$ cat src/rtl/instruction_fetch_unit_pkg.sv
// Shared types and constants for the instruction fetch stage.
// Holds the fetch FSM states and the PC alignment helper.
package instruction_fetch_unit_pkg;

    localparam int XLEN    = 32;
    localparam int INSTR_W = 32;

    localparam logic [INSTR_W-1:0] ILLEGAL_FETCH_WORD = 32'h0000_0000;
    localparam logic [XLEN-1:0]    PC_STEP            = 32'd4;

    typedef enum logic {
        RUN  = 1'b0,
        HALT = 1'b1
    } fetch_state_e;

    // Instructions are word aligned; low address bits are simply dropped.
    function automatic logic [XLEN-1:0] align_pc(input logic [XLEN-1:0] addr);
        return {addr[XLEN-1:2], 2'b00};
    endfunction

endpackage

$ cat src/rtl/fetch_pc_reg.sv
// Program counter register with redirect / increment / hold selection.
// Redirect targets are forced to word alignment before being loaded.
module fetch_pc_reg
    import instruction_fetch_unit_pkg::*;
#(
    parameter logic [XLEN-1:0] RESET_PC = 32'h0001_3880
) (
    input  logic            clk,
    input  logic            rst_n,
    input  logic            redirect,
    input  logic [XLEN-1:0] redirect_pc,
    input  logic            advance,
    output logic [XLEN-1:0] pc
);

    logic [XLEN-1:0] pc_next;

    always_comb begin
        pc_next = pc;
        if (redirect) begin
            pc_next = align_pc(redirect_pc);
        end else if (advance) begin
            pc_next = pc + PC_STEP;
        end
    end

    // NOTE: clocked state always uses non-blocking assignments so every
    // register samples pre-edge values regardless of block ordering.
    always_ff @(posedge clk or negedge rst_n) begin
        if (!rst_n) begin
            pc <= RESET_PC;
        end else begin
            pc <= pc_next;
        end
    end

endmodule

$ cat src/rtl/instruction_fetch_unit.sv
// Fetch stage: drives the ROM address, registers fetched words into the
// IF/ID stage, follows execute redirects and halts on an all-zero word.
module instruction_fetch_unit
    import instruction_fetch_unit_pkg::*;
#(
    parameter logic [XLEN-1:0] RESET_PC = 32'h0001_3880,
    parameter int              COUNT_W  = 32
) (
    input  logic               clk,
    input  logic               rst_n,
    output logic [XLEN-1:0]    imem_addr,
    input  logic [INSTR_W-1:0] imem_instr,
    output logic               if_valid,
    output logic [INSTR_W-1:0] if_instr,
    output logic [XLEN-1:0]    if_pc,
    input  logic               id_ready,
    input  logic               redirect,
    input  logic [XLEN-1:0]    redirect_pc,
    output logic               halted,
    output logic               misaligned,
    output logic [COUNT_W-1:0] fetch_count
);

    fetch_state_e    state, state_next;
    logic            load;
    logic            zero_word;
    logic            advance;
    logic            handshake;
    logic [XLEN-1:0] pc;

    fetch_pc_reg #(.RESET_PC(RESET_PC)) u_pc (
        .clk        (clk),
        .rst_n      (rst_n),
        .redirect   (redirect),
        .redirect_pc(redirect_pc),
        .advance    (advance),
        .pc         (pc)
    );

    assign imem_addr = pc;
    assign halted    = (state == HALT);
    assign handshake = if_valid && id_ready;

    // NOTE: every signal driven here gets a default first, so no path can
    // leave it unassigned and infer a latch.
    always_comb begin
        state_next = state;
        load       = (state == RUN) && (!if_valid || id_ready);
        zero_word  = (imem_instr == ILLEGAL_FETCH_WORD);
        advance    = load && !zero_word;
        if (redirect) begin
            state_next = RUN;
        end else if (load && zero_word) begin
            state_next = HALT;
        end
    end

    always_ff @(posedge clk or negedge rst_n) begin
        if (!rst_n) begin
            state <= RUN;
        end else begin
            state <= state_next;
        end
    end

    // A load always implies the current occupant drains, so a zero word
    // leaves the stage empty rather than issuing it.
    always_ff @(posedge clk or negedge rst_n) begin
        if (!rst_n) begin
            if_valid    <= 1'b0;
            if_instr    <= '0;
            if_pc       <= '0;
            misaligned  <= 1'b0;
            fetch_count <= '0;
        end else begin
            misaligned  <= redirect && (|redirect_pc[1:0]);
            fetch_count <= fetch_count + COUNT_W'(handshake);
            if (redirect) begin
                if_valid <= 1'b0;
            end else if (load) begin
                if_valid <= !zero_word;
                if (!zero_word) begin
                    if_instr <= imem_instr;
                    if_pc    <= pc;
                end
            end else if (handshake) begin
                if_valid <= 1'b0;
            end
        end
    end

endmodule

$ cat config.mk
export PLATFORM = sky130hd
export DESIGN_NAME = instruction_fetch_unit
export DESIGN_NICKNAME = d
export VERILOG_FILES = /design/src/rtl/instruction_fetch_unit_pkg.sv /design/src/rtl/fetch_pc_reg.sv /design/src/rtl/instruction_fetch_unit.sv
export SDC_FILE = /design/constraint.sdc
export NUM_CORES = 1
export LEC_CHECK = 0
export BUFFER_PORTS_ARGS = -buffer_cell sky130_fd_sc_hd__buf_2
export CORE_UTILIZATION = 45
export CTS_BUF_LIST = sky130_fd_sc_hd__clkbuf_4
export DETAILED_ROUTE_END_ITERATION = 10
export GPL_TIMING_DRIVEN = 1
export PLACE_DENSITY = 0.73
export SKIP_LAST_GASP = 1
export SYNTH_ARGS = -nofsm -noshare
export SYNTH_HDL_FRONTEND = slang
export SYNTH_SLANG_ARGS = --single-unit
export TNS_END_PERCENT = 5
$ cat constraint.sdc
create_clock -name clk -period 2.3 [get_ports clk]
set_input_delay 0.345 -clock clk [delete_from_list [all_inputs] [get_ports clk]]
set_output_delay 0.345 -clock clk [all_outputs]
set_load 0.03 [all_outputs]
==> flow_summary_export.csv <==
group,metric,value,unit
cts,cts.sinks,127,
status,status,"finished clean",
finish,post-route-cell-area,0.00730,mm^2
die,io_pins,199,
route,via_per_inst,5.21,
die,dieHeight,115,um
synthesis,syn_inst,484,
synthesis,synth_area_leaders,"dfrtp_1 (54%), mux2_1 (11%), xnor2_1 (4.0%)",
sta,setup_viol,0,
synthesis,synth_cell_types,39,
sta,worst_slew_pin_slew,0.527,ns
sta,rsz0062_at_grt,"no",
die,chipWidth,115,um
sta,finalHoldViolCount,0,
cts,htree_levels,4,
die,rows,40,
finish,syn_to_final_growth,28.0,%
cts,cts_buffers,17,
global_routing,grt_use_met1,26.5,%
finish,multiInputGateArea,0.00238,mm^2
setup_path,crit_path_end_kind,"flip-flop",
finish,regArea,0.00318,mm^2
place,place_hpwl,10300,um
pwr,intPower,3.52,mW
cts,clk_latency,0.53,ns
die,design.core.area,0.0122,mm^2
synthesis,synth_top_area_share,53.5,%
sta,period_minus_slack,2.17,ns
sta,fmax,0.461,GHz
pwr,ir_drop,329,uV
sta,finalSetupTns,0,ns
place,finalWeightedCongestion,0.784,
place,placed_area,0.00690,mm^2
global_routing,met3_usage,5.19,%
route,dr.pass1.iters,4,
global_routing,gr-usage-all-layers,22.1,%
setup_path,cp_max_fo,42,
synthesis,yosysTopAreaCell,"dfrtp_1",
synthesis,syn_area,0.00570,mm^2
pwr,switching_share,35.3,%
cts,cts_tree,"done",
global_routing,overflow,0,
pwr,power_density,746,mW/mm^2
synthesis,ys_ff_latch,127,
setup_path,cp-start-kind,"input pin",
setup_path,cp.arrival,2.57,ns
pwr,pwr-share-seq,50.0,%
finish,drive_gt1_share,34.9,%
sta,slew_headroom,64.6,%
pwr,p_sw,1.92,mW
place,io_buffers,194,
finish,nets,779,
pwr,combPwrFrac,25.8,%
worst_hold_path,hp-class,"input pin to flip-flop",
synthesis,synth_warnings,0,
synthesis,ys_seq_area_share,55.8,%
global_routing,antenna_found_initial,0,
route,drt_iter0_markers,206,
route,num_vias,4630,
cts,clockRootBuffer,"clkbuf_4",
pwr,p_clk_share,24.3,%
global_routing,grt_max_degree,71,
global_routing,grt_most_used_layer,"met2",
pwr,power_leakage,3.47,nW
route,detail_route.wl_per_cell,15.7,um
sta,slew_violations,0,
cts,clockBufferDepth,2,
global_routing,grt_pass1_wl,22200,um
die,die_area,0.0131,mm^2
route,drc,0,
route,routed_wl,14000,um
global_routing,grt_pass1_vias,4515,
route,antenna_left,0,
setup_path,path_class,"input pin to flip-flop",
sta,finalCritPeriodShare,94.3,%
synthesis,syn_avg_cell_area,11.8,um^2
sta,fin_worst_skew,0.0194,ns
global_routing,met2_usage,37.5,%
flow_run,max_cap_violations,0,
die,start_util,46.9,%
setup_path,required,2.71,ns
cts,clk_pin_slew_worst_paths,0.11,ns
finish,fillCellCount,1055,
==> cell families (layout without fill, tap and decap cells) <==
group	after synthesis	count (layout)	share of synthesized area, %
buffers and inverters	30	263	2.87
multiplexers	61	61	12.0
other	1	5	0.0657
XOR/XNOR	44	44	6.76
flip-flops	127	127	55.8
AO/OA/AOI/OAI	64	64	6.93
AND/OR/NAND/NOR	153	153	14.7
adder cells (fa/ha/maj)	4	4	0.877
==> path summary, 6_finish.rpt <==
path | start | endpoint | slack, ns | cells after the start
setup / recovery | imem_instr[1] | if_pc[9] | 0.13 | 8
hold / removal | redirect_pc[5] | u_pc.pc[5] | 0.04 | 3
setup reg to reg | u_pc.pc[3] | u_pc.pc[30] | 0.22 | 7
hold reg to reg | fetch_count[31] | fetch_count[31] | 0.47 | 1
max in group asynchronous | rst_n | if_instr[22] | 1.20 | 3
min in group asynchronous | rst_n | if_pc[17] | 0.33 | 2
==> per-layer routing <==
layer  part of all wire [%]  routed length, um
met3                    5.3                743
met2                     50               7040
met5                      0                  0
met4                    2.6                364
met1                     42               5830
==> what timing repair did <==
item	4_1_cts	5_1_grt
resized for setup	0	1
buffers inserted	0	0
endpoints found under the setup margin	0	9
hold endpoints to repair	47	0
hold buffers	16	0
==> cell type report <==
class	instances	share of cell area, %
Multi-Input combinational cell	330	32.5
Antenna cell	1	0.0343
Clock inverter	11	1.01
Clock buffer	21	2.16
Tap cell	168	2.88
Sequential cell	127	43.6
Timing Repair Buffer	226	17.5
Inverter	5	0.257
==> power groups by stage <==
stage,clock network [mW],logic (mW),registers (mW)
global placement,0,1.37,2.75
detailed placement,0,1.39,2.76
global route,1.45,1.50,2.76
floorplan,0,0.345,3.28
finish,1.32,1.40,2.72
CTS,1.37,1.42,2.72
==> cell usage after synthesis (all sizes together) <==
library cell / count
clkbuf: 11
nand3: 26
nor2: 28
dfrtp: 122
buf: 14
and2: 2
nand2b: 2
and4: 9
or4: 3
mux2i: 1
mux2: 60
and3: 11
xnor2: 26
nand4: 14
xor2: 18
o31ai: 1
a31oi: 12
nand2: 28
nor2b: 3
o31a: 2
or3: 11
nor4: 11
inv: 5
o211ai: 12
dfstp: 5
nor3: 4
o21ai: 33
nor3b: 1
o2111ai: 4
conb: 1
ha: 4
==> cell usage in the layout, fill, tap and decap left out, types with 17 or more instances in the layout <==
| master | n |
|---|---|
| mux2_1 | 58 |
| buf_2 | 193 |
| xnor2_1 | 26 |
| clkbuf_4 | 21 |
| o21ai_0 | 17 |
| nand3_1 | 26 |
| nor2_1 | 27 |
| xor2_1 | 18 |
| nand2_1 | 28 |
| dfrtp_1 | 122 |
==> stage by stage <==
step	worst slack [ns]	utilization, %	hold WS (ns)	power [mW]	std cells
floorplan	0.128	-	0.0494	3.63	487
global placement	0.165	56.7	0.339	4.11	840
detailed placement	0.0799	56.7	0.355	4.16	840
CTS	0.133	60.0	0.00159	5.51	888
global route	0.0576	60.0	0.00622	5.71	888
finish	0.132	60.0	0.0417	5.44	889
==> sequential cells by signal, indices dropped and copies added, names as in the netlist <==
register and count:
if_valid 1, u_pc.pc 30, halted 1, if_pc 30
misaligned 1, if_instr 32, fetch_count 32
==> critical path: stages <==
cell and delay, ns:
dlygate4sd3_1 0.54, buf_2 0.14, nor4_2 0.34, nand4_1 0.21, o21ai_1 0.19, nand2b_2 0.19
buf_12 0.25, mux2_1 0.35
Note: power is estimated with default switching activity, not from simulation.
